$ cat src/rtl/ddram_byte_port_if.sv
// DDRAM Avalon-style bus between the byte port (master) and the HPS DDR3 controller (slave).
interface ddram_byte_port_if;
    logic        DDRAM_CLK;
    logic        DDRAM_BUSY;
    logic [7:0]  DDRAM_BURSTCNT;
    logic [28:0] DDRAM_ADDR;
    logic [63:0] DDRAM_DOUT;
    logic        DDRAM_DOUT_READY;
    logic        DDRAM_RD;
    logic [63:0] DDRAM_DIN;
    logic [7:0]  DDRAM_BE;
    logic        DDRAM_WE;

    modport master (
        output DDRAM_CLK, DDRAM_BURSTCNT, DDRAM_ADDR, DDRAM_RD, DDRAM_DIN, DDRAM_BE, DDRAM_WE,
        input  DDRAM_BUSY, DDRAM_DOUT, DDRAM_DOUT_READY
    );

    modport slave (
        input  DDRAM_CLK, DDRAM_BURSTCNT, DDRAM_ADDR, DDRAM_RD, DDRAM_DIN, DDRAM_BE, DDRAM_WE,
        output DDRAM_BUSY, DDRAM_DOUT, DDRAM_DOUT_READY
    );
endinterface

$ cat src/rtl/ddram_byte_port.sv
// Byte-wide read/write port onto the 64-bit DDRAM bus with a single 8-byte line read cache.
module ddram_byte_port #(
    parameter logic [28:0] BASE_WORD = 29'h0600_0000
) (
    input  logic        clk21m,
    input  logic        reset,
    input  logic [27:0] addr,
    input  logic        rd,
    input  logic        we,
    input  logic [7:0]  din,
    input  logic        flush,
    output logic [7:0]  dout,
    output logic        ready,
    ddram_byte_port_if.master ddram
);
    typedef enum logic [2:0] {
        S_IDLE,
        S_HIT,
        S_RD_REQ,
        S_RD_WAIT,
        S_WR_REQ
    } state_t;

    state_t      state;
    logic [27:0] a_q;
    logic [7:0]  din_q;
    logic [63:0] line;
    logic [24:0] tag;
    logic        valid;
    logic        flushed;
    logic        rd_cmd;
    logic        we_cmd;
    logic [7:0]  be;

    assign ddram.DDRAM_CLK      = clk21m;
    assign ddram.DDRAM_BURSTCNT = 8'd1;
    assign ddram.DDRAM_ADDR     = BASE_WORD + {4'b0000, a_q[27:3]};
    assign ddram.DDRAM_RD       = rd_cmd;
    assign ddram.DDRAM_WE       = we_cmd;
    assign ddram.DDRAM_BE       = be;
    assign ddram.DDRAM_DIN      = {8{din_q}};

    always_ff @(posedge clk21m or posedge reset) begin
        if (reset) begin
            state   <= S_IDLE;
            ready   <= 1'b0;
            dout    <= '0;
            a_q     <= '0;
            din_q   <= '0;
            line    <= '0;
            tag     <= '0;
            valid   <= 1'b0;
            flushed <= 1'b0;
            rd_cmd  <= 1'b0;
            we_cmd  <= 1'b0;
            be      <= '0;
        end else begin
            case (state)
                S_IDLE: begin
                    if (!ready) begin
                        ready <= 1'b1;
                    end else if (rd || we) begin
                        a_q   <= addr;
                        din_q <= din;
                        ready <= 1'b0;
                        if (we) begin
                            we_cmd <= 1'b1;
                            be     <= 8'b1 << addr[2:0];
                            state  <= S_WR_REQ;
                        end else if (valid && !flush && tag == addr[27:3]) begin
                            state <= S_HIT;
                        end else begin
                            rd_cmd  <= 1'b1;
                            flushed <= 1'b0;
                            state   <= S_RD_REQ;
                        end
                    end
                end
                S_HIT: begin
                    dout  <= line[{a_q[2:0], 3'b000} +: 8];
                    ready <= 1'b1;
                    state <= S_IDLE;
                end
                S_RD_REQ: begin
                    if (flush) flushed <= 1'b1;
                    if (!ddram.DDRAM_BUSY) begin
                        rd_cmd <= 1'b0;
                        state  <= S_RD_WAIT;
                    end
                end
                S_RD_WAIT: begin
                    // A flush seen while the fetch was in flight keeps the returning line uncached.
                    if (ddram.DDRAM_DOUT_READY) begin
                        line  <= ddram.DDRAM_DOUT;
                        tag   <= a_q[27:3];
                        valid <= !flushed;
                        dout  <= ddram.DDRAM_DOUT[{a_q[2:0], 3'b000} +: 8];
                        ready <= 1'b1;
                        state <= S_IDLE;
                    end else if (flush) begin
                        flushed <= 1'b1;
                    end
                end
                S_WR_REQ: begin
                    if (!ddram.DDRAM_BUSY) begin
                        we_cmd <= 1'b0;
                        be     <= '0;
                        if (valid && tag == a_q[27:3]) line[{a_q[2:0], 3'b000} +: 8] <= din_q;
                        ready  <= 1'b1;
                        state  <= S_IDLE;
                    end
                end
                default: state <= S_IDLE;
            endcase
            if (flush) valid <= 1'b0;
        end
    end
endmodule

$ cat src/flat_wrapper.sv
// flat-port wrapper written by rule: the top's interface ports become plain ports
module ddram_byte_port_flat 
#(
    parameter logic [28:0] BASE_WORD = 29'h0600_0000
)
  (clk21m, reset, addr, rd, we, din, flush, dout, ready, ddram_DDRAM_CLK, ddram_DDRAM_BURSTCNT, ddram_DDRAM_ADDR, ddram_DDRAM_RD, ddram_DDRAM_DIN, ddram_DDRAM_BE, ddram_DDRAM_WE, ddram_DDRAM_BUSY, ddram_DDRAM_DOUT, ddram_DDRAM_DOUT_READY);
  ddram_byte_port_if ddram_i ();
  input  logic clk21m;
  input  logic reset;
  input  logic [27:0] addr;
  input  logic rd;
  input  logic we;
  input  logic [7:0] din;
  input  logic flush;
  output logic [7:0] dout;
  output logic ready;
  output wire logic [$bits(ddram_i.DDRAM_CLK)-1:0] ddram_DDRAM_CLK;
  output wire logic [$bits(ddram_i.DDRAM_BURSTCNT)-1:0] ddram_DDRAM_BURSTCNT;
  output wire logic [$bits(ddram_i.DDRAM_ADDR)-1:0] ddram_DDRAM_ADDR;
  output wire logic [$bits(ddram_i.DDRAM_RD)-1:0] ddram_DDRAM_RD;
  output wire logic [$bits(ddram_i.DDRAM_DIN)-1:0] ddram_DDRAM_DIN;
  output wire logic [$bits(ddram_i.DDRAM_BE)-1:0] ddram_DDRAM_BE;
  output wire logic [$bits(ddram_i.DDRAM_WE)-1:0] ddram_DDRAM_WE;
  input wire logic [$bits(ddram_i.DDRAM_BUSY)-1:0] ddram_DDRAM_BUSY;
  input wire logic [$bits(ddram_i.DDRAM_DOUT)-1:0] ddram_DDRAM_DOUT;
  input wire logic [$bits(ddram_i.DDRAM_DOUT_READY)-1:0] ddram_DDRAM_DOUT_READY;
  assign ddram_DDRAM_CLK = ddram_i.DDRAM_CLK;
  assign ddram_DDRAM_BURSTCNT = ddram_i.DDRAM_BURSTCNT;
  assign ddram_DDRAM_ADDR = ddram_i.DDRAM_ADDR;
  assign ddram_DDRAM_RD = ddram_i.DDRAM_RD;
  assign ddram_DDRAM_DIN = ddram_i.DDRAM_DIN;
  assign ddram_DDRAM_BE = ddram_i.DDRAM_BE;
  assign ddram_DDRAM_WE = ddram_i.DDRAM_WE;
  assign ddram_i.DDRAM_BUSY = ddram_DDRAM_BUSY;
  assign ddram_i.DDRAM_DOUT = ddram_DDRAM_DOUT;
  assign ddram_i.DDRAM_DOUT_READY = ddram_DDRAM_DOUT_READY;
  ddram_byte_port #(.BASE_WORD(BASE_WORD)) u_core (.clk21m(clk21m), .reset(reset), .addr(addr), .rd(rd), .we(we), .din(din), .flush(flush), .dout(dout), .ready(ready), .ddram(ddram_i));
endmodule
$ cat config.mk
export PLATFORM = sky130hd
export DESIGN_NAME = ddram_byte_port_flat
export DESIGN_NICKNAME = d
export VERILOG_FILES = /design/src/rtl/ddram_byte_port_if.sv /design/src/rtl/ddram_byte_port.sv /design/src/flat_wrapper.sv
export SDC_FILE = /design/constraint.sdc
export NUM_CORES = 1
export LEC_CHECK = 0
export CORE_MARGIN = 2
export CORE_UTILIZATION = 55
export CTS_BUF_LIST = sky130_fd_sc_hd__clkbuf_8
export DETAILED_ROUTE_END_ITERATION = 10
export PLACE_DENSITY = 0.95
export SLEW_MARGIN = 10
export SYNTH_ARGS = -nofsm -noshare
export SYNTH_HDL_FRONTEND = slang
export SYNTH_SLANG_ARGS = --single-unit
$ cat constraint.sdc
create_clock -name clk21m -period 9.65 [get_ports clk21m]
set_clock_uncertainty 0.15 [all_clocks]
set_input_delay 0.965 -clock clk21m [delete_from_list [all_inputs] [get_ports clk21m]]
set_output_delay 0.965 -clock clk21m [all_outputs]
set_load 0.005 [all_outputs]
## Word-level counts from Yosys, hierarchy flattened

Index checks and enable logic that the tools add are counted.

- Logic and storage cells: 105
- Register bits: 149
- Bits of input ports: 107

- Add/subtract/negate cells: 2
- Mux-type cells: 45
- Shifts and indexed selects: 5
- Equality and inequality tests: 16
- Reductions and logical operators: 25

Operator list:

| kind | count |
|---|---|
| $mux W64 | 3 |
| $pmux W64 S2 | 1 |
| $shiftx A64 B7 Y8 | 2 |
| $bwmux W64 | 1 |
| $shift A8 B8 Y64 const A | 1 |
| $shiftx A8 B8 Y64 | 1 |
| $eq A25 B25 Y1 | 2 |
| $mux W8 | 5 |
| $pmux W8 S2 | 2 |
| $add A27 B25 Y28 const A | 1 |
| $mux W1 | 21 |
| $mux W3 | 6 |
| $ne A2 B2 Y1 const B | 7 |
| $pmux W3 S4 | 1 |
| $reduce_and A6 Y1 | 2 |
| $reduce_bool A2 Y1 | 6 |
| $reduce_and A5 Y1 | 2 |
| $neg A6 Y8 | 1 |
| $shl A1 B3 Y8 const A | 1 |
| $eq A3 B2 Y1 const B | 2 |
| $ne A2 B1 Y1 const B | 3 |
| $reduce_and A2 Y1 | 3 |
| $reduce_and A3 Y1 | 2 |
| $pmux W1 S2 | 2 |
| 12 further kinds | 15 |

## Logic depth before layout (Yosys ltp)

Gate-level depths: netlist of the first run.

- Depth in word-level cells: 8
- Gate-level depth with buffers: 11

==> results.txt, run 1 <==
Post-Synthesis Cells: 791
Clk pin slew, worst setup/hold paths: 0.08 ns
Slew HR: 0.2709
Worst Path Required: 8.54 ns
Skew-Pair Late Insertion Delay: 0.58 ns
number of diodes: 0
total wire length: 24810 um
Synth Area in Compound Gates: 0.1545
Worst Setup EP: ddram_DDRAM_CLK
CTS tree: built
first-pass GRT wire length: 38150 um
Synth warnings: 0
initial DRC count: 869
vias in the first global route: 6952
Max FO, Critical Path: 2
Hold Violations, Final: 0
top-area cell type share of the netlist area: 0.4205
main area contributors after synthesis: dfrtp_1, buf_4, mux2_2, mux4_2, a22o_1
CTS Hold Bufs: 0
cell repeated most along the worst path: clkbuf_8
Layout fillers: 1155
Adder-Cell Fraction of Synth Area: 0.007055
routing usage on met3: 0.08917
GRT overflow: 0
M1 GR Usage: 0.3703
CP Buf/Inv Count: 3
Place WS: 3.296 ns
nets: 1014
Slew @ Worst Pin: 1.094 ns
design area: 10870 sq um
combinational family with the most area after synthesis: multiplexers
GPL Wtd Cong: 0.9263
Cell Chain, Critical Path: clkbuf_8 -> clkbuf_8 -> clkdlybuf4s50_1
width of the die: 131.0 um
Placed Instances: 1096
R2R Path Start: u_core.a_q[1]
synthesized cell area: 8867 sq um
maxcap violations: 0
row cnt: 46
vias: 7065
full die area: 17150 sq um
CP peak stage delay: 0.44 ns
final setup violation count: 0
Critical-path top delay cell: clkdlybuf4s50_1
Leak: 0.004464 uW
status: finished clean
Primary FF master, synth: dfrtp_1
average vias per placed instance: 6.247
R2R cell count: 7
Worst EP arrival: 5.49 ns
setup ws final: 3.049 ns
DP Area: 10470 sq um
met2 global-route usage: 0.4709
mux cell area share after synthesis: 0.1820
setup TNS: 0 ns
Resize count post-CTS: 0
simple-gate share of the synthesized area: 0.07916
r2r endpoint: u_core.line[53]
core area: 15830 sq um
post-CTS setup buffers: 0
largest net degree at the start of global routing: 85
Peak VDD IR: 171.2 uV
syn avg cell area: 11.21 sq um
Top delay family on crit path: buffers and inverters
xor/xnor cell area share of the yosys netlist: 0.04939
Detailed Routing Iterations Pass 1: 5
synth-to-layout area growth: 22.62%
max-slew violation count: 0
sequential share of the synthesized area: 0.4205
Port Buf Inserts: 215
dpl hpwl: 17620 um
Remaining DRCs: 0
Setup CP Type: clock port to primary output
startpoint types: clock port
starting density of the core: 0.5602
All-Layer GR Usage: 0.2962
Critical path origin: clk21m
share of cells above drive strength 1: 0.1672
Core Util, Final: 0.6870
Yosys cell types: 49
asr flop ratio synth: 1.000
leading area contributor after synthesis: dfrtp_1
gr busiest metal: met2
EDFF count, synth: 0
Hold Crit Class: flop to flop
Yosys reg bits: 149
DR WL/cell: 21.94 um
initial antenna violation count: 0
Crit path depth: 3
critical path endpoint category: primary output
post-route ant nets: 0
pwr/cell area: 342.8 nW/um^2
Die Y: 131.0 um
Ports: 228
RSZ-0062 raised after global routing: false
final std cells w/o fill: 1131
worst reg2reg setup slack: 5.91 ns
worst min-delay path by stage:
| stage | start | endpoint | slack [ns] | cells after the start |
|---|---|---|---|---|
| floorplan | u_core.line[32] | u_core.line[32] | 0.31 | 1 |
| global placement | u_core.dout[5] | u_core.dout[5] | 0.31 | 2 |
| detailed placement | u_core.dout[0] | u_core.dout[0] | 0.32 | 1 |
| CTS | u_core.dout[0] | u_core.dout[0] | 0.33 | 1 |
| global route | u_core.dout[0] | u_core.dout[0] | 0.34 | 1 |
| finish | u_core.dout[0] | u_core.dout[0] | 0.33 | 1 |
flip-flops by register name (all words and copies together), names as in the netlist, 3 cells and up:
signal,flops
u_core.a_q,28
u_core.ddram.DDRAM_BE,8
u_core.din_q,8
u_core.dout,8
u_core.line,64
u_core.state,3
u_core.tag,25
placed cells by master, fill, tap and decap left out, drive strengths merged, types with 4 or more instances in the layout:
cell type / n
nand2: 76
o31ai: 8
or3: 4
nor2: 16
inv: 10
and3: 6
xor2: 27
a31oi: 5
clkbuf: 21
mux2: 82
a21oi: 26
clkinvlp: 7
a221oi: 24
nand4: 9
mux4: 24
a22o: 56
buf: 6
a2111oi: 8
nor4: 8
nand3: 4
o21ai: 13
ha: 5
clkdlybuf4s50: 215
conb: 12
nor3: 9
dfrtp: 149
mux2i: 6
a2bb2oi: 24
xnor2: 23
cell usage after synthesis, drive strengths merged (2+ instances only):
cell,number
a221oi,24
a22o,56
nor3,9
xnor2,23
nand4b,2
mux2i,6
o21a,2
o31ai,8
nand4,9
nor2,16
nand2,76
a31oi,5
nor4,8
nand2b,3
a211oi,3
inv,7
nand3b,3
ha,5
mux2,82
a2111oi,8
a21oi,26
conb,2
a21o,3
nand3,4
and3,6
nor2b,2
dfrtp,149
xor2,27
clkbuf,28
buf,114
a2bb2oi,24
or3,4
mux4,24
o21ai,13
area by class of cell:
cell class / count / area, sq um / share of cell area
multi-input combinational: 503 / 4243 / 0.3902
inverter: 7 / 31.28 / 0.002877
sequential: 149 / 3729 / 0.3429
clock buffer: 22 / 299.0 / 0.02750
clock inverter: 14 / 113.9 / 0.01047
timing repair buffer: 220 / 2187 / 0.2012
tap: 216 / 270.3 / 0.02486
kinds of logic after synthesis:
group	count (synthesis)
AOI/OAI and AO/OA	177
DFF	149
buffers and inverters	149
and+or+nand+nor	147
muxes	112
xor gates and xnor gates	50
adders and majority gates	5
other	2
metal layers:
metal / share of wire / up-vias
met3: 0.11 / 82
met5: 0 / -
met4: 0.043 / 0
met2: 0.47 / 484
met1: 0.37 / 3459
li1: - / 3040
metrics by stage:
| stage | hold WS (ns) | total power, uW |
|---|---|---|
| after floorplan | 0.3107 | 2614 |
| after global placement | 0.3098 | 3138 |
| after detailed placement | 0.3156 | 3225 |
| after CTS | 0.3330 | 3720 |
| after global routing | 0.3437 | 3938 |
| final | 0.3288 | 3728 |
where the power goes:
group,leakage (uW),switching (uW),internal [uW],total [uW]
registers,0.00178,373,936,1310
clock network,0.000197,253,240,493
logic,0.00249,801,1120,1930
total,0.00446,1430,2300,3730
(Power assumes the default switching activity.)
==> inputs of run 2 (changes only) <==
- CORE_UTILIZATION: 55 -> 51
- PLACE_DENSITY: 0.95 -> 0.9
- clock period: 9.65 -> 6.2 ns (I/O delays scaled with it)
==> run 2 against run 1 <==
Effect of this change: via count is 0.38% lower; combinational power is 55% higher; flip-flop and latch count stayed put; utilization is 4.8 points lower; sequential share of layout area is 0.29 points lower; cell count is 0.88% higher; design area is 0.86% higher; highest routed layer is now met5; die area is 7.6% higher; count of clock-buffer cells in the layout is 2 higher.
==> results.txt, run 2 (synthesis results as in run 1) <==
status: finished clean
Skew-Pair Late Insertion Delay: 0.57 ns (about the same)
width of the die: 135.9 um (+3.7%)
max-slew violation count: 0 (unchanged)
Hold Path Origin: u_core.ddram.DDRAM_BE[2]
Ports: 228 (unchanged)
most common cell after layout, fill and taps aside: clkdlybuf4s50_1
R2R cell count: 8 (+1)
Port Buf Inserts: 215 (unchanged)
sequential power share: 0.343 (-0.008)
Detailed Routing Iterations Pass 1: 7 (+2)
maxcap violations: 0 (unchanged)
row cnt: 48 (+4.3%)
vias: 7038 (-0.38%)
clock power share: 0.151 (+0.019)
number of diodes: 0 (unchanged)
Slew HR: 0.3061 (+0.03522)
R2R Path Start: u_core.a_q[1]
GRT overflow: 0 (unchanged)
Internal: 3728 uW (+62%)
RSZ-0062 raised after global routing: false
largest net degree at the start of global routing: 95 (+12%)
Logic pwr share: 0.506 (-0.011)
Top delay family on crit path: buffers and inverters
average vias per placed instance: 6.168 (-1.3%)
critical path endpoint category: primary output
Worst Path Required: 5.43 ns (-3.11 ns)
Sw Share: 0.3716 (-0.01108)
DR WL/cell: 21.72 um (-1.0%)
hold slack final: 0.3302 ns (+0.001414 ns)
nets: 1015 (+0.099%)
Hold Violations, Final: 0 (unchanged)
Setup CP Type: clock port to primary output
Worst EP arrival: 3.75 ns (-1.74 ns)
Leak: 0.004532 uW (+1.5%)
starting density of the core: 0.5162 (-0.04399)
Peak VDD IR: 358.9 uV (+110%)
total power: 5932 uW (+59%)
Die Y: 135.9 um (+3.7%)
Resize count post-CTS: 0 (unchanged)
setup TNS: 0 ns (unchanged)
Hold Crit Class: flop to flop
synth-to-layout area growth: 23.68%
max reg flops: 64 (unchanged)
initial antenna violation count: 1 (+1)
startpoint types: clock port
full die area: 18460 sq um (+7.6%)
largest reg by FF count: u_core.line
core area: 17180 sq um (+8.5%)
hold-critical path depth: 2 (+1)
CP Buf/Inv Count: 3 (unchanged)
Place WS: 1.916 ns (-1.380 ns)
post-route ant nets: 0 (unchanged)
first-pass GRT wire length: 38430 um (+0.74%)
most frequent cells in the layout: clkdlybuf4s50_1, dfrtp_1, nand2_1
pwr/cell area: 540.9 nW/um^2 (+58%)
GPL Wtd Cong: 0.9456 (+2.1%)
total wire length: 24780 um (-0.15%)
top flop regs: u_core.line x64, u_core.a_q x28, u_core.tag x25
r2r endpoint: u_core.line[8]
Slew @ Worst Pin: 1.033 ns (-0.06078 ns)
dpl hpwl: 17720 um (+0.57%)
CTS Hold Bufs: 0 (unchanged)
vias in the first global route: 6961 (+0.13%)
worst reg2reg setup slack: 2.72 ns (-3.19 ns)
All-Layer GR Usage: 0.2736 (-0.02262)
CP peak stage delay: 0.43 ns (about the same)
Max FO, Critical Path: 2 (unchanged)
Clk pin slew, worst setup/hold paths: 0.08 ns (about the same)
Critical-path top delay cell: clkdlybuf4s50_1
initial DRC count: 762 (-12%)
post-CTS setup buffers: 0 (unchanged)
cell repeated most along the worst path: clkbuf_8
Cell Chain, Critical Path: clkbuf_8 -> clkbuf_8 -> clkdlybuf4s50_1
CTS tree: built
Worst Hold End: u_core.ddram.DDRAM_BE[2]
Remaining DRCs: 0 (unchanged)
final setup violation count: 0 (unchanged)
Switching Power: 2204 uW (+55%)
setup ws final: 1.677 ns (-1.372 ns)
share of cells above drive strength 1: 0.1659 (-0.001274)
==> run 2: layout make-up <==
| cell class | count | area (sq um) |
|---|---|---|
| Multi-Input combinational cell | 503 | 4243 |
| Inverter | 7 | 31.28 |
| Clock inverter | 12 | 161.4 |
| Tap cell | 225 | 281.5 |
| Timing Repair Buffer | 221 | 2195 |
| Clock buffer | 24 | 326.6 |
| Fill cell | 1346 | 6210 |
| Sequential cell | 149 | 3729 |
==> run 2: how the worst max path moves through the flow <==
stage               startpoint         endpoint  slack, ns  cells past startpoint
floorplan                reset    u_core.a_q[0]       1.42                      1
global placement        clk21m  ddram_DDRAM_CLK       1.92                      1
detailed placement      clk21m  ddram_DDRAM_CLK       1.92                      1
CTS                     clk21m  ddram_DDRAM_CLK       1.67                      3
global route            clk21m  ddram_DDRAM_CLK       1.67                      3
finish                  clk21m  ddram_DDRAM_CLK       1.68                      3
==> run 2: power by group through the flow <==
| stage | registers (uW) | logic [uW] | clock network, uW |
|---|---|---|---|
| CTS | 2020 | 3000 | 904 |
| floorplan | 1800 | 2260 | 10.5 |
| detailed placement | 2030 | 2980 | 13.6 |
| finish | 2040 | 3000 | 895 |
| global route | 2100 | 3220 | 940 |
| global placement | 1990 | 2900 | 13.6 |
==> run 2: tightest hold or removal path, delay by kind of cell, from the launching register on <==
kind / cells / cell delay (ns)
compound gates: 1 / 0.05
simple gates: 1 / 0.05
flops: 1 / 0.35
==> run 2: metrics by stage <==
stage,area (sq um),std cells,util
CTS,10970,1141,0.6385
global placement,10490,1106,0.6107
detailed placement,10490,1106,0.6107
floorplan,8905,801,-
finish,10970,1141,0.6385
global route,10970,1141,0.6385
==> run 2: per-layer routing <==
layer	vias to the layer above	routed length [um]	track usage
met2	460	11750	0.4402
met3	66	2583	0.08315
li1	3049	-	-
met1	3461	9488	0.3391
met5	-	9	0
met4	2	942	0.1279
==> inputs of run 3 (changes only) <==
- CORE_UTILIZATION: 51 -> 46
- PLACE_DENSITY: 0.9 -> 0.86
- clock period: 6.2 -> 4.1 ns (I/O delays scaled with it)
==> run 3 against run 2 <==
Effect of this change: count of clock-buffer cells in the layout fell by 2; register-to-register slack lost 1.9 ns; global-route usage shrank 2.4 points; cell count grew 3.8%; first-iteration DRC count down 7.6%; routed wire length grew 1.0%; sequential power is 50% higher; design area grew 0.89%; die area up 11%; critical path depth is the same; critical endpoint unchanged; sequential share of layout area fell by 0.30 points.
==> results.txt, run 3 (synthesis results as in run 1) <==
final setup violation count: 0 (unchanged)
Hold Violations, Final: 0 (unchanged)
largest net degree at the start of global routing: 85 (-11%)
Logic pwr share: 0.509 (+0.003)
Clk pin slew, worst setup/hold paths: 0.08 ns (about the same)
number of diodes: 0 (unchanged)
top flop regs: u_core.line x64, u_core.a_q x28, u_core.tag x25
total wire length: 25030 um (+1.0%)
total power: 8980 uW (+51%)
Slew HR: 0.2703 (-0.03579)
starting density of the core: 0.4709 (-0.04535)
Peak VDD IR: 434.8 uV (+21%)
Place WS: 0.9210 ns (-0.9954 ns)
sequential power share: 0.340 (-0.003)
nets: 1023 (+0.79%)
hold-critical path depth: 2 (unchanged)
Sw Share: 0.3723 (+0.0007553)
initial DRC count: 704 (-7.6%)
Max FO, Critical Path: 2 (unchanged)
share of cells above drive strength 1: 0.1775 (+0.01155)
setup TNS: 0 ns (unchanged)
largest reg by FF count: u_core.line
synth-to-layout area growth: 24.78%
Switching Power: 3343 uW (+52%)
status: finished clean
Die Y: 142.8 um (+5.1%)
startpoint types: clock port
vias in the first global route: 7072 (+1.6%)
CTS Hold Bufs: 0 (unchanged)
GPL Wtd Cong: 0.9083 (-3.9%)
width of the die: 142.8 um (+5.1%)
setup ws final: 0.8325 ns (-0.8448 ns)
dpl hpwl: 17790 um (+0.38%)
DR WL/cell: 21.14 um (-2.6%)
row cnt: 50 (+4.2%)
max reg flops: 64 (unchanged)
average vias per placed instance: 5.888 (-4.5%)
Remaining DRCs: 0 (unchanged)
most frequent cells in the layout: clkdlybuf4s50_1, dfrtp_1, nand2_1
Leak: 0.004543 uW (+0.26%)
pwr/cell area: 811.6 nW/um^2 (+50%)
critical path endpoint category: primary output
Setup CP Type: clock port to primary output
Ports: 228 (unchanged)
Worst EP arrival: 2.71 ns (-1.04 ns)
GRT overflow: 0 (unchanged)
maxcap violations: 0 (unchanged)
Skew-Pair Late Insertion Delay: 0.57 ns (about the same)
Detailed Routing Iterations Pass 1: 5 (-2)
CTS tree: built
Worst Path Required: 3.54 ns (-1.89 ns)
R2R cell count: 6 (-2)
Port Buf Inserts: 215 (unchanged)
All-Layer GR Usage: 0.2495 (-0.02409)
Internal: 5636 uW (+51%)
RSZ-0062 raised after global routing: false
Resize count post-CTS: 0 (unchanged)
most common cell after layout, fill and taps aside: clkdlybuf4s50_1
vias: 6971 (-0.95%)
post-CTS setup buffers: 0 (unchanged)
initial antenna violation count: 1 (unchanged)
first-pass GRT wire length: 38920 um (+1.3%)
max-slew violation count: 0 (unchanged)
Slew @ Worst Pin: 1.095 ns (+0.06163 ns)
full die area: 20400 sq um (+11%)
Hold Crit Class: input port to flop
core area: 18830 sq um (+9.6%)
post-route ant nets: 0 (unchanged)
clock power share: 0.150 (about the same)
==> run 3: cell types whose count changed in the layout (fill, tap and decap cells not counted) <==
| cell | previous run | this run |
|---|---|---|
| clkbuf_8 | 23 | 21 |
| buf_4 | 7 | 15 |
| inv_1 | 10 | 6 |
| clkinv_2 | 2 | 5 |
| inv_6 | 1 | 0 |
| clkinvlp_4 | 1 | 5 |
==> run 3: power groups by stage <==
stage / sequential (uW) / combinational [uW] / clock, uW
after floorplan: 2720 / 3420 / 15.8
after global placement: 3000 / 4460 / 20.5
after detailed placement: 3050 / 4560 / 20.5
after CTS: 3040 / 4590 / 1370
after global routing: 3160 / 4920 / 1440
final: 3060 / 4570 / 1350
==> run 3: per-layer routing <==
layer  wire length, um  global-route usage  vias to the layer above  part of all wire
met5                11                   0                        -           0.00044
met4               741              0.1027                        2             0.030
met3              2830             0.08719                       56              0.11
met2             11730              0.3963                      447              0.47
met1              9716              0.3116                     3405              0.39
li1                  -                   -                     3061                 -
==> run 3: stage by stage <==
| step | area [sq um] | std cells | util | hold slack (ns) |
|---|---|---|---|---|
| after floorplan | 8909 | 801 | - | 0.3107 |
| after global placement | 10590 | 1149 | 0.5625 | 0.3120 |
| after detailed placement | 10590 | 1149 | 0.5625 | 0.3196 |
| after CTS | 11060 | 1184 | 0.5876 | 0.2700 |
| after global routing | 11060 | 1184 | 0.5876 | 0.2788 |
| final | 11060 | 1184 | 0.5876 | 0.2940 |
==> run 3: path summary, 6_finish.rpt <==
path | from | endpoint | slack, ns
worst min register to register | u_core.dout[5] | u_core.dout[5] | 0.33
max in group asynchronous | reset | u_core.line[47] | 2.66
worst max-delay path | clk21m | ddram_DDRAM_CLK | 0.83
worst min-delay path | din[6] | u_core.din_q[6] | 0.29
worst max register to register | u_core.state[2] | u_core.line[19] | 0.87
min in group asynchronous | reset | u_core.tag[22] | 0.31
==> run 3: critical path, cell delays in order <==
cell             delay, ns
clkbuf_8              0.11
clkbuf_8              0.11
clkdlybuf4s50_1       0.43
==> run 3: area by class of cell <==
| class | instances | area (sq um) |
|---|---|---|
| Clock buffer | 22 | 299.0 |
| Timing Repair Buffer | 229 | 2255 |
| Clock inverter | 14 | 183.9 |
| Inverter | 7 | 30.03 |
| Sequential cell | 149 | 3729 |
| Tap cell | 260 | 325.3 |
| Fill cell | 1523 | 7766 |
| Multi-Input combinational cell | 503 | 4243 |
